[src/rtl/cpu_io_pkg.sv]
// ---------------------------------------------------------------------------
// cpu_io_pkg
// Shared definitions for the CPU I/O bridge:
//   - default data width and egress FIFO depth
//   - ingress holding-register FSM state encoding
//   - helper that sizes a 0..depth occupancy counter
// ---------------------------------------------------------------------------
package cpu_io_pkg;

    localparam int DATA_W_DEFAULT    = 16;
    localparam int OUT_DEPTH_DEFAULT = 4;

    // Ingress holding register: EMPTY waits for a word, FULL holds one for the CPU.
    typedef enum logic {
        ST_EMPTY = 1'b0,
        ST_FULL  = 1'b1
    } in_state_e;

    // A counter that must reach `depth` itself needs one bit more than a pointer.
    function automatic int cnt_w(input int depth);
        return $clog2(depth) + 1;
    endfunction

endpackage : cpu_io_pkg

[src/rtl/io_sync_fifo.sv]
// ---------------------------------------------------------------------------
// io_sync_fifo
// Single-clock FIFO used as the bridge egress buffer. No same-cycle bypass:
// a pushed word becomes visible on rd_data the cycle after the push.
// A push while full is refused even if a pop happens in the same cycle.
//
// Parameters:
//   DATA_W  word width
//   DEPTH   number of entries; power of two, at least 2
// Ports:
//   clk      clock, rising edge
//   rst_n    asynchronous active-low reset (pointers and count only)
//   push     write request; accepted when count < DEPTH
//   wr_data  word to write
//   pop      read request; accepted when count != 0
//   rd_data  head entry, 0 while empty
//   full     count == DEPTH
//   count    occupancy 0..DEPTH
// ---------------------------------------------------------------------------
module io_sync_fifo
    import cpu_io_pkg::*;
#(
    parameter int DATA_W = DATA_W_DEFAULT,
    parameter int DEPTH  = OUT_DEPTH_DEFAULT
) (
    input  logic                      clk,
    input  logic                      rst_n,
    input  logic                      push,
    input  logic [DATA_W-1:0]         wr_data,
    input  logic                      pop,
    output logic [DATA_W-1:0]         rd_data,
    output logic                      full,
    output logic [cnt_w(DEPTH)-1:0]   count
);

    localparam int PTR_W = $clog2(DEPTH);
    localparam int CNT_W = cnt_w(DEPTH);
    localparam logic [CNT_W-1:0] FULL_CNT = CNT_W'(DEPTH);

    logic [DATA_W-1:0] mem [DEPTH];
    logic [PTR_W-1:0]  wr_ptr;
    logic [PTR_W-1:0]  rd_ptr;
    logic              push_ok;
    logic              pop_ok;
    logic              empty;

    assign full    = (count == FULL_CNT);
    assign empty   = (count == '0);
    assign push_ok = push && !full;
    assign pop_ok  = pop && !empty;

    // Gating the read port keeps egress data at 0 while empty (and in reset)
    // without needing to clear the storage array.
    assign rd_data = empty ? '0 : mem[rd_ptr];

    // NOTE: storage has no reset; only pointers/count define which entries are live.
    always_ff @(posedge clk) begin
        if (push_ok) begin
            mem[wr_ptr] <= wr_data;
        end
    end

    // NOTE: sequential state is updated with non-blocking assignments only.
    always_ff @(posedge clk or negedge rst_n) begin
        if (!rst_n) begin
            wr_ptr <= '0;
            rd_ptr <= '0;
            count  <= '0;
        end else begin
            // DEPTH is a power of two, so natural overflow is the modulo wrap.
            if (push_ok) wr_ptr <= wr_ptr + PTR_W'(1);
            if (pop_ok)  rd_ptr <= rd_ptr + PTR_W'(1);
            case ({push_ok, pop_ok})
                2'b10:   count <= count + CNT_W'(1);
                2'b01:   count <= count - CNT_W'(1);
                default: count <= count;
            endcase
        end
    end

endmodule : io_sync_fifo

[src/rtl/cpu_io_bridge.sv]
// ---------------------------------------------------------------------------
// cpu_io_bridge
// Connects a CPU's strobed output/input ports to valid/ready streams.
//   Egress : cpu_wr pushes cpu_dout into an OUT_DEPTH-word FIFO drained on
//            out_valid/out_ready.
//   Ingress: a single holding register, filled on in_valid/in_ready and
//            consumed by cpu_rd.
// cpu_stall tells the CPU to hold its strobe and data and retry next cycle.
//
// Optional build macro CPU_IO_BRIDGE_STATUS_EN adds:
//   out_level  egress FIFO occupancy
//   wr_drop    sticky flag: a cpu_wr was seen while the FIFO was full
//
// Ports:
//   clk        clock, rising edge
//   sys_rst    asynchronous active-low reset
//   cpu_dout   CPU output-port word       cpu_wr    CPU write strobe
//   cpu_rd     CPU read strobe            cpu_din   word presented to CPU
//   cpu_stall  CPU must retry this strobe
//   out_data / out_valid / out_ready      egress stream
//   in_data  / in_valid  / in_ready       ingress stream
// ---------------------------------------------------------------------------
module cpu_io_bridge
    import cpu_io_pkg::*;
#(
    parameter int DATA_W    = DATA_W_DEFAULT,
    parameter int OUT_DEPTH = OUT_DEPTH_DEFAULT
) (
    input  logic                          clk,
    input  logic                          sys_rst,
    input  logic [DATA_W-1:0]             cpu_dout,
    input  logic                          cpu_wr,
    input  logic                          cpu_rd,
    output logic [DATA_W-1:0]             cpu_din,
    output logic                          cpu_stall,
    output logic [DATA_W-1:0]             out_data,
    output logic                          out_valid,
    input  logic                          out_ready,
    input  logic [DATA_W-1:0]             in_data,
    input  logic                          in_valid,
    output logic                          in_ready
`ifdef CPU_IO_BRIDGE_STATUS_EN
    ,
    output logic [cnt_w(OUT_DEPTH)-1:0]   out_level,
    output logic                          wr_drop
`endif
);

    localparam int CNT_W = cnt_w(OUT_DEPTH);

    // ---------------- egress ----------------
    logic             fifo_full;
    logic [CNT_W-1:0] fifo_count;

    io_sync_fifo #(
        .DATA_W (DATA_W),
        .DEPTH  (OUT_DEPTH)
    ) u_out_fifo (
        .clk     (clk),
        .rst_n   (sys_rst),
        .push    (cpu_wr),
        .wr_data (cpu_dout),
        .pop     (out_ready),
        .rd_data (out_data),
        .full    (fifo_full),
        .count   (fifo_count)
    );

    assign out_valid = (fifo_count != '0);

    // ---------------- ingress ----------------
    in_state_e         state;
    in_state_e         state_next;
    logic              in_xfer;
    logic [DATA_W-1:0] hold_q;

    always_ff @(posedge clk or negedge sys_rst) begin
        if (!sys_rst) begin
            state <= ST_EMPTY;
        end else begin
            state <= state_next;
        end
    end

    // NOTE: every output of this block gets a default first, so no latches form.
    always_comb begin
        state_next = state;
        // A read in the same cycle frees the register, so a new word can land
        // while the old one is being consumed.
        in_ready   = (state == ST_EMPTY) || cpu_rd;
        in_xfer    = in_valid && in_ready;
        case (state)
            ST_EMPTY: if (in_xfer) state_next = ST_FULL;
            ST_FULL:  if (cpu_rd && !in_xfer) state_next = ST_EMPTY;
            default:  state_next = ST_EMPTY;
        endcase
    end

    // Holds its value while EMPTY so cpu_din keeps showing the last word.
    always_ff @(posedge clk or negedge sys_rst) begin
        if (!sys_rst) begin
            hold_q <= '0;
        end else if (in_xfer) begin
            hold_q <= in_data;
        end
    end

    assign cpu_din   = hold_q;
    assign cpu_stall = (cpu_wr && fifo_full) || (cpu_rd && (state == ST_EMPTY));

    // ---------------- optional status ----------------
`ifdef CPU_IO_BRIDGE_STATUS_EN
    assign out_level = fifo_count;

    always_ff @(posedge clk or negedge sys_rst) begin
        if (!sys_rst) begin
            wr_drop <= 1'b0;
        end else if (cpu_wr && fifo_full) begin
            wr_drop <= 1'b1;
        end
    end
`endif

endmodule : cpu_io_bridge

[config.mk]
export PLATFORM = sky130hd
export DESIGN_NAME = cpu_io_bridge
export DESIGN_NICKNAME = d
export VERILOG_FILES = /design/src/rtl/cpu_io_pkg.sv /design/src/rtl/io_sync_fifo.sv /design/src/rtl/cpu_io_bridge.sv
export SDC_FILE = /design/constraint.sdc
export NUM_CORES = 1
export LEC_CHECK = 0
export CELL_PAD_IN_SITES_DETAIL_PLACEMENT = 0
export CELL_PAD_IN_SITES_GLOBAL_PLACEMENT = 2
export CORE_MARGIN = 2
export CORE_UTILIZATION = 37
export DETAILED_ROUTE_END_ITERATION = 6
export PLACE_DENSITY = 0.84
export SYNTH_ARGS = -nofsm -noshare
export SYNTH_HDL_FRONTEND = slang
export SYNTH_SLANG_ARGS = --single-unit
[constraint.sdc]
create_clock -name clk -period 2.6 [get_ports clk]
set_input_delay 0.78 -clock clk [delete_from_list [all_inputs] [get_ports clk]]
set_output_delay 0.78 -clock clk [all_outputs]
set_load 0.05 [all_outputs]
Word level (Yosys, flattened, before mapping)
Memory sizes are Yosys's and may differ from the RTL's.
Index checks and enable logic that the tools add are counted.
- memories: 1
- output and inout port bits: 35
- flip-flop bits (word level): 24
- bits in writable memories: 64
- logic and storage cells: 35
- input bits: 38
- memory list (name ; depth ; width ; rd ports ; clocked after Yosys merged registers in ; write ports ; line ; RTL):
    u_out_fifo.mem ; 4 ; 16 ; 1 ; 0 ; 1 ; io_sync_fifo.sv:40 ; logic [DATA_W-1:0] mem [DEPTH];
- equal/unequal tests: 3
- add/sub/neg operators: 4
- bitwise operators: 1
- reductions and logical operators: 14
- multiplexer cells: 7
- operators by type and width (cell ; number):
    16-bit 2-to-1 mux ; 1
    1-bit logical AND ; 6
    3-bit one-hot mux with 2 select lines ; 1
    2-bit by 1-bit adder with 2-bit output, second input constant ; 2
    1-bit 2-to-1 mux ; 4
    3-bit by 1-bit adder with 3-bit output, second input constant ; 1
    3-bit equality test, second input constant ; 1
    1-bit logical NOT ; 3
    3-bit logical NOT ; 1
    3-bit nonzero test ; 1
    3-bit by 1-bit subtractor with 3-bit output, second input constant ; 1
    2-bit by 1-bit equality test with 1-bit output, second input constant ; 1
    2-bit equality test, second input constant ; 1
    1-bit logical OR ; 2
    1-bit one-hot mux with 2 select lines ; 1
    2-bit nonzero test ; 1
    1-bit inverter ; 1

Logic depth before layout (Yosys ltp)
- depth in word-level cells: 7
- mapped depth: 9
- depth with buffers taken out: 9

By module
Synthesis repeated with hierarchy kept, for this count alone.
- cells, all modules: 180
- area total of the unflattened synthesis: 3578.4 µm²
- by module, submodules not included (module ; sequential area each (µm²) ; area each (µm²) ; cells an instance ; times used):
    io_sync_fifo ; 2097.0 ; 2864.0 ; 139 ; 1
    cpu_io_bridge ; 425.4 ; 714.4 ; 41 ; 1

Worst setup path after synthesis
No wires, ideal clock.
- kind: input to output
- start: input cpu_rd
- end: output cpu_stall
- data required time: 1820 ps
- arrival time: 1897 ps
- stages: 2
- path buffers: 0
- slack: -77 ps
- cells stage by stage: inv_1 -> o21ai_0
- word-level cells in the longest chain between the ends: 2
- RTL lines (item ; line ; RTL):
    start: declaration ; cpu_io_bridge.sv:33 ; input logic cpu_rd,
    1-bit logical AND ; cpu_io_bridge.sv:109 ; assign cpu_stall = (cpu_wr && fifo_full) || (cpu_rd && (state == ST_EMPTY));
    1-bit logical OR ; cpu_io_bridge.sv:109 ;
    end: declaration ; cpu_io_bridge.sv:35 ; output logic cpu_stall,
Every way passes these cells.

Worst setup path in the final report
- start: register u_out_fifo.rd_ptr[0]
- end: output out_data[14]
- word-level cells in the longest chain between the ends: 2
- RTL lines (item ; line ; RTL):
    start: declaration ; io_sync_fifo.sv:42 ; logic [PTR_W-1:0] rd_ptr;
    start signal: assignment ; io_sync_fifo.sv:72 ; if (pop_ok) rd_ptr <= rd_ptr + PTR_W'(1);
    memory read 4 x 16 bit ; n/a ;
    16-bit 2-to-1 mux ; io_sync_fifo.sv:54 ; assign rd_data = empty ? '0 : mem[rd_ptr];
    end: declaration ; cpu_io_bridge.sv:36 ; output logic [DATA_W-1:0] out_data,
Every way passes these cells.

==> impl_metrics.prom <==
# TYPE chip_impl_metric gauge
chip_impl_info{name="outcome",value="finished, violations left"} 1
chip_impl_info{name="violations_in_the_final_reports",value="setup timing"} 1
chip_impl_metric{name="start_util",unit=""} 0.381
chip_impl_metric{name="cap_violations",unit=""} 0
chip_impl_info{name="synth.largest_area_cell",value="sky130_fd_sc_hd__edfxtp_1"} 1
chip_impl_metric{name="grt_max_degree",unit=""} 25
chip_impl_metric{name="floorplan.die_area",unit="um^2"} 10300
chip_impl_metric{name="timing.final.max_slew_violations",unit=""} 0
chip_impl_metric{name="routed_wirelength",unit="um"} 6290
chip_impl_metric{name="core_area",unit="um^2"} 9240
chip_impl_metric{name="vdd_ir_drop_max",unit="mV"} 0.571
chip_impl_metric{name="clock_path_buffers",unit=""} 2
chip_impl_metric{name="wl_per_cell",unit="um"} 15.6
chip_impl_metric{name="synth_cell_type_count",unit=""} 23
chip_impl_metric{name="placement.io_buffers",unit=""} 72
chip_impl_metric{name="final-setup-viol-count",unit=""} 1
chip_impl_metric{name="power_per_cell_area",unit="nW/um^2"} 1200
chip_impl_metric{name="clock_skew",unit="ns"} 0.00757
chip_impl_metric{name="p_sw_frac",unit=""} 0.383
chip_impl_info{name="timing.setup.critical_path_class",value="reg -> out"} 1
chip_impl_metric{name="ys_seq_area_frac",unit=""} 0.717
chip_impl_metric{name="clk_transition_reported_paths",unit="ns"} 0.08
chip_impl_info{name="hp-class",value="reg -> reg"} 1
chip_impl_metric{name="clockPowerShare",unit=""} 0.145
chip_impl_metric{name="share_of_cells_above_drive_strength_1",unit=""} 0.360
chip_impl_metric{name="final.hold.worst_slack",unit="ns"} 0.513
chip_impl_metric{name="first_global_vias",unit=""} 1996
chip_impl_metric{name="dp.cells",unit=""} 386
chip_impl_metric{name="synthesis.nets",unit=""} 224
chip_impl_metric{name="p_int",unit="mW"} 3.48
chip_impl_metric{name="total_leakage_power",unit="nW"} 1.75
chip_impl_metric{name="drc_errors",unit=""} 0
chip_impl_metric{name="post_synth_inst_count",unit=""} 180
chip_impl_info{name="rsz_0062_raised_after_global_routing",value="yes"} 1
chip_impl_metric{name="grt_first_pass_wirelength",unit="um"} 9900
chip_impl_metric{name="timing_hold_violations_final",unit=""} 0
chip_impl_metric{name="yosys.area.top_type_share",unit=""} 0.547
chip_impl_metric{name="worst-slew-pin-transition",unit="ns"} 0.528
chip_impl_metric{name="crit_required",unit="ns"} 1.82
chip_impl_metric{name="grt_use_total",unit=""} 0.133
chip_impl_metric{name="ios",unit=""} 73
chip_impl_metric{name="num-nets-final",unit=""} 314
chip_impl_metric{name="fin_crit",unit="ns"} 2.60
chip_impl_info{name="tritoncts",value="done"} 1
chip_impl_metric{name="final_cells",unit=""} 404
chip_impl_metric{name="routed-via-count",unit=""} 1826
chip_impl_metric{name="flow.area_growth_from_synthesis",unit="%"} 34.1
chip_impl_metric{name="final_antenna_net_count",unit=""} 0
chip_impl_metric{name="dieWidth",unit="um"} 101
chip_impl_metric{name="drt_iter0_drc",unit=""} 62
chip_impl_metric{name="ctsHtreeMaxLevel",unit=""} 3
chip_impl_metric{name="worst_skew_pair.late_latency",unit="ns"} 0.34
chip_impl_metric{name="postLayoutCellArea",unit="um^2"} 4710
chip_impl_metric{name="postSynthRegisterBits",unit=""} 88
chip_impl_metric{name="timing.final.ws_setup",unit="ns"} -0.00238
chip_impl_metric{name="num_antenna_cells",unit=""} 0
chip_impl_info{name="synth.top_cells.by_area",value="sky130_fd_sc_hd__edfxtp_1, sky130_fd_sc_hd__dfrtp_1, sky130_fd_sc_hd__mux4_1"} 1
chip_impl_metric{name="clock_sinks",unit=""} 88
chip_impl_metric{name="comb_power_share",unit=""} 0.509
chip_impl_metric{name="syn_area_per_cell",unit="um^2"} 19.5
chip_impl_metric{name="place_congestion",unit=""} 0.669
chip_impl_info{name="worstSetupStartpointType",value="flip-flop"} 1
chip_impl_metric{name="total_switching_power",unit="mW"} 2.16
chip_impl_metric{name="cp_max_fo",unit=""} 8
chip_impl_metric{name="firstDrtPassIters",unit=""} 4
chip_impl_metric{name="dp.final_hpwl",unit="um"} 4240
chip_impl_info{name="cts.root.buffer_cell",value="sky130_fd_sc_hd__clkbuf_8"} 1
chip_impl_info{name="worstSetupEndpointType",value="primary output"} 1
chip_impl_metric{name="routed_via_density",unit=""} 4.52
chip_impl_metric{name="n_fill_cell",unit=""} 796
chip_impl_metric{name="period_share",unit=""} 1.00
chip_impl_metric{name="die_y",unit="um"} 101
chip_impl_metric{name="critical_path_arrival",unit="ns"} 1.82
chip_impl_metric{name="cts_buffers",unit=""} 9
chip_impl_metric{name="row_count",unit=""} 35
chip_impl_metric{name="seq_power_share",unit=""} 0.346
chip_impl_metric{name="yosysWarningCount",unit=""} 0
chip_impl_metric{name="globalRouteOverflowTotal",unit=""} 0
chip_impl_metric{name="post_detailed_placement_cell_area",unit="um^2"} 4440
chip_impl_metric{name="post_synth_design_cell_area",unit="um^2"} 3520
chip_impl_metric{name="fmax",unit="MHz"} 384
chip_impl_metric{name="max_slew_margin",unit=""} 0.647
chip_impl_metric{name="antenna_found_initial",unit=""} 0
## routing by layer
| metal | share of wire | vias up | global-route usage |
|---|---|---|---|
| met1 | 0.40 | 897 | 0.153 |
| met5 | 0 | - | 0 |
| met4 | 0.0084 | 0 | 0.0312 |
| met2 | 0.50 | 70 | 0.223 |
| met3 | 0.088 | 6 | 0.0656 |
| li1 | - | 853 | - |
## logic make-up after synthesis
family	Yosys count	share of synthesized area
flip-flops	88	0.717
AO/OA/AOI/OAI	3	0.00498
XOR/XNOR	6	0.0149
adder cells (fa/ha/maj)	6	0.0235
buffers and inverters	14	0.0231
AND/OR/NAND/NOR	30	0.0505
multiplexers	33	0.165
## registers in the layout (all words and copies together) (netlist names)
| register | count |
|---|---|
| u_out_fifo.mem | 64 |
| u_out_fifo.rd_ptr | 2 |
| cpu_din | 16 |
| u_out_fifo.count | 3 |
| u_out_fifo.wr_ptr | 2 |
| state | 1 |
## cells in the final DEF, fill, tap and decap left out, types with 2 or more instances in the layout
master and instances:
sky130_fd_sc_hd__clkbuf_8 9, sky130_fd_sc_hd__buf_4 12, sky130_fd_sc_hd__xor2_1 3, sky130_fd_sc_hd__and2_4 16, sky130_fd_sc_hd__nor2_1 2, sky130_fd_sc_hd__edfxtp_1 64, sky130_fd_sc_hd__inv_1 7, sky130_fd_sc_hd__and2_1 5
sky130_fd_sc_hd__dfrtp_1 23, sky130_fd_sc_hd__buf_12 4, sky130_fd_sc_hd__mux4_2 16, sky130_fd_sc_hd__nand3_1 2, sky130_fd_sc_hd__clkdlybuf4s50_1 53, sky130_fd_sc_hd__xnor2_1 3, sky130_fd_sc_hd__inv_6 2, sky130_fd_sc_hd__ha_1 5
sky130_fd_sc_hd__mux2_2 17, sky130_fd_sc_hd__nand2b_1 2, sky130_fd_sc_hd__buf_6 16
## path summary, 6_finish.rpt
check | to | slack (ns) | cells after the start | start
hold reg to reg | cpu_din[4] | 0.51 | 1 | cpu_din[4]
max in group asynchronous | u_out_fifo.rd_ptr[0] | 1.56 | 2 | sys_rst
setup / recovery | out_data[14] | -0.002 | 4 | u_out_fifo.rd_ptr[0]
setup reg to reg | u_out_fifo.count[1] | 0.48 | 6 | u_out_fifo.count[0]
hold / removal | cpu_din[4] | 0.51 | 1 | cpu_din[4]
min in group asynchronous | cpu_din[4] | 0.78 | 2 | sys_rst
## worst max-delay path, cell delays in order (launching register included)
cell and delay [ns]:
sky130_fd_sc_hd__dfrtp_2 0.45, sky130_fd_sc_hd__clkbuf_16 0.20, sky130_fd_sc_hd__mux4_2 0.51, sky130_fd_sc_hd__and2_4 0.17, sky130_fd_sc_hd__buf_6 0.14
## cells in the mapped netlist, drive strengths merged
cell    instances
nor2            2
o21ai           2
buf             6
xnor2           3
and2           21
edfxtp         64
nand2b          2
mux4           16
nand3           2
clkbuf          1
ha              5
a21boi          1
inv             7
or3             1
fa              1
xor2            3
mux2           17
dfrtp          24
nand2           2
## power by group through the flow
stage,Combinational [mW],Sequential [mW],Clock (mW)
5_1_grt,3.05,1.98,0.914
6_report,2.87,1.95,0.821
4_1_cts,2.92,1.96,0.850
2_1_floorplan,1.63,2.06,0
3_3_place_gp,2.49,1.95,0
3_5_place_dp,2.51,1.97,0
## area by class of cell
type / instances / area [um^2] / share of cell area
clock buffers: 10 / 128 / 0.0271
multi-input cells: 78 / 927 / 0.197
repair buffers: 86 / 906 / 0.192
flip-flops and latches: 88 / 2520 / 0.535
inverters: 7 / 26.3 / 0.00557
well taps: 129 / 161 / 0.0342
clock inverters: 6 / 42.5 / 0.00902
## through the flow
stage	utilization	setup TNS, ns	setup slack [ns]	power (mW)
after floorplan	-	0	0.106	3.69
after global placement	0.480	0	0.0994	4.44
after detailed placement	0.480	0	0.0652	4.48
after CTS	0.510	-0.219	-0.0407	5.72
after global routing	0.510	-0.757	-0.0792	5.95
final	0.510	-0.00238	-0.00238	5.64
## what timing repair did
| action | CTS | global route |
|---|---|---|
| gates resized for setup | 42 | 2 |
| hold buffers | 0 | 0 |
| endpoints found under the setup margin | 16 | 16 |
| cloned | 1 | 0 |
| setup buffers | 1 | 0 |
Note: power is estimated with default switching activity, not from simulation.
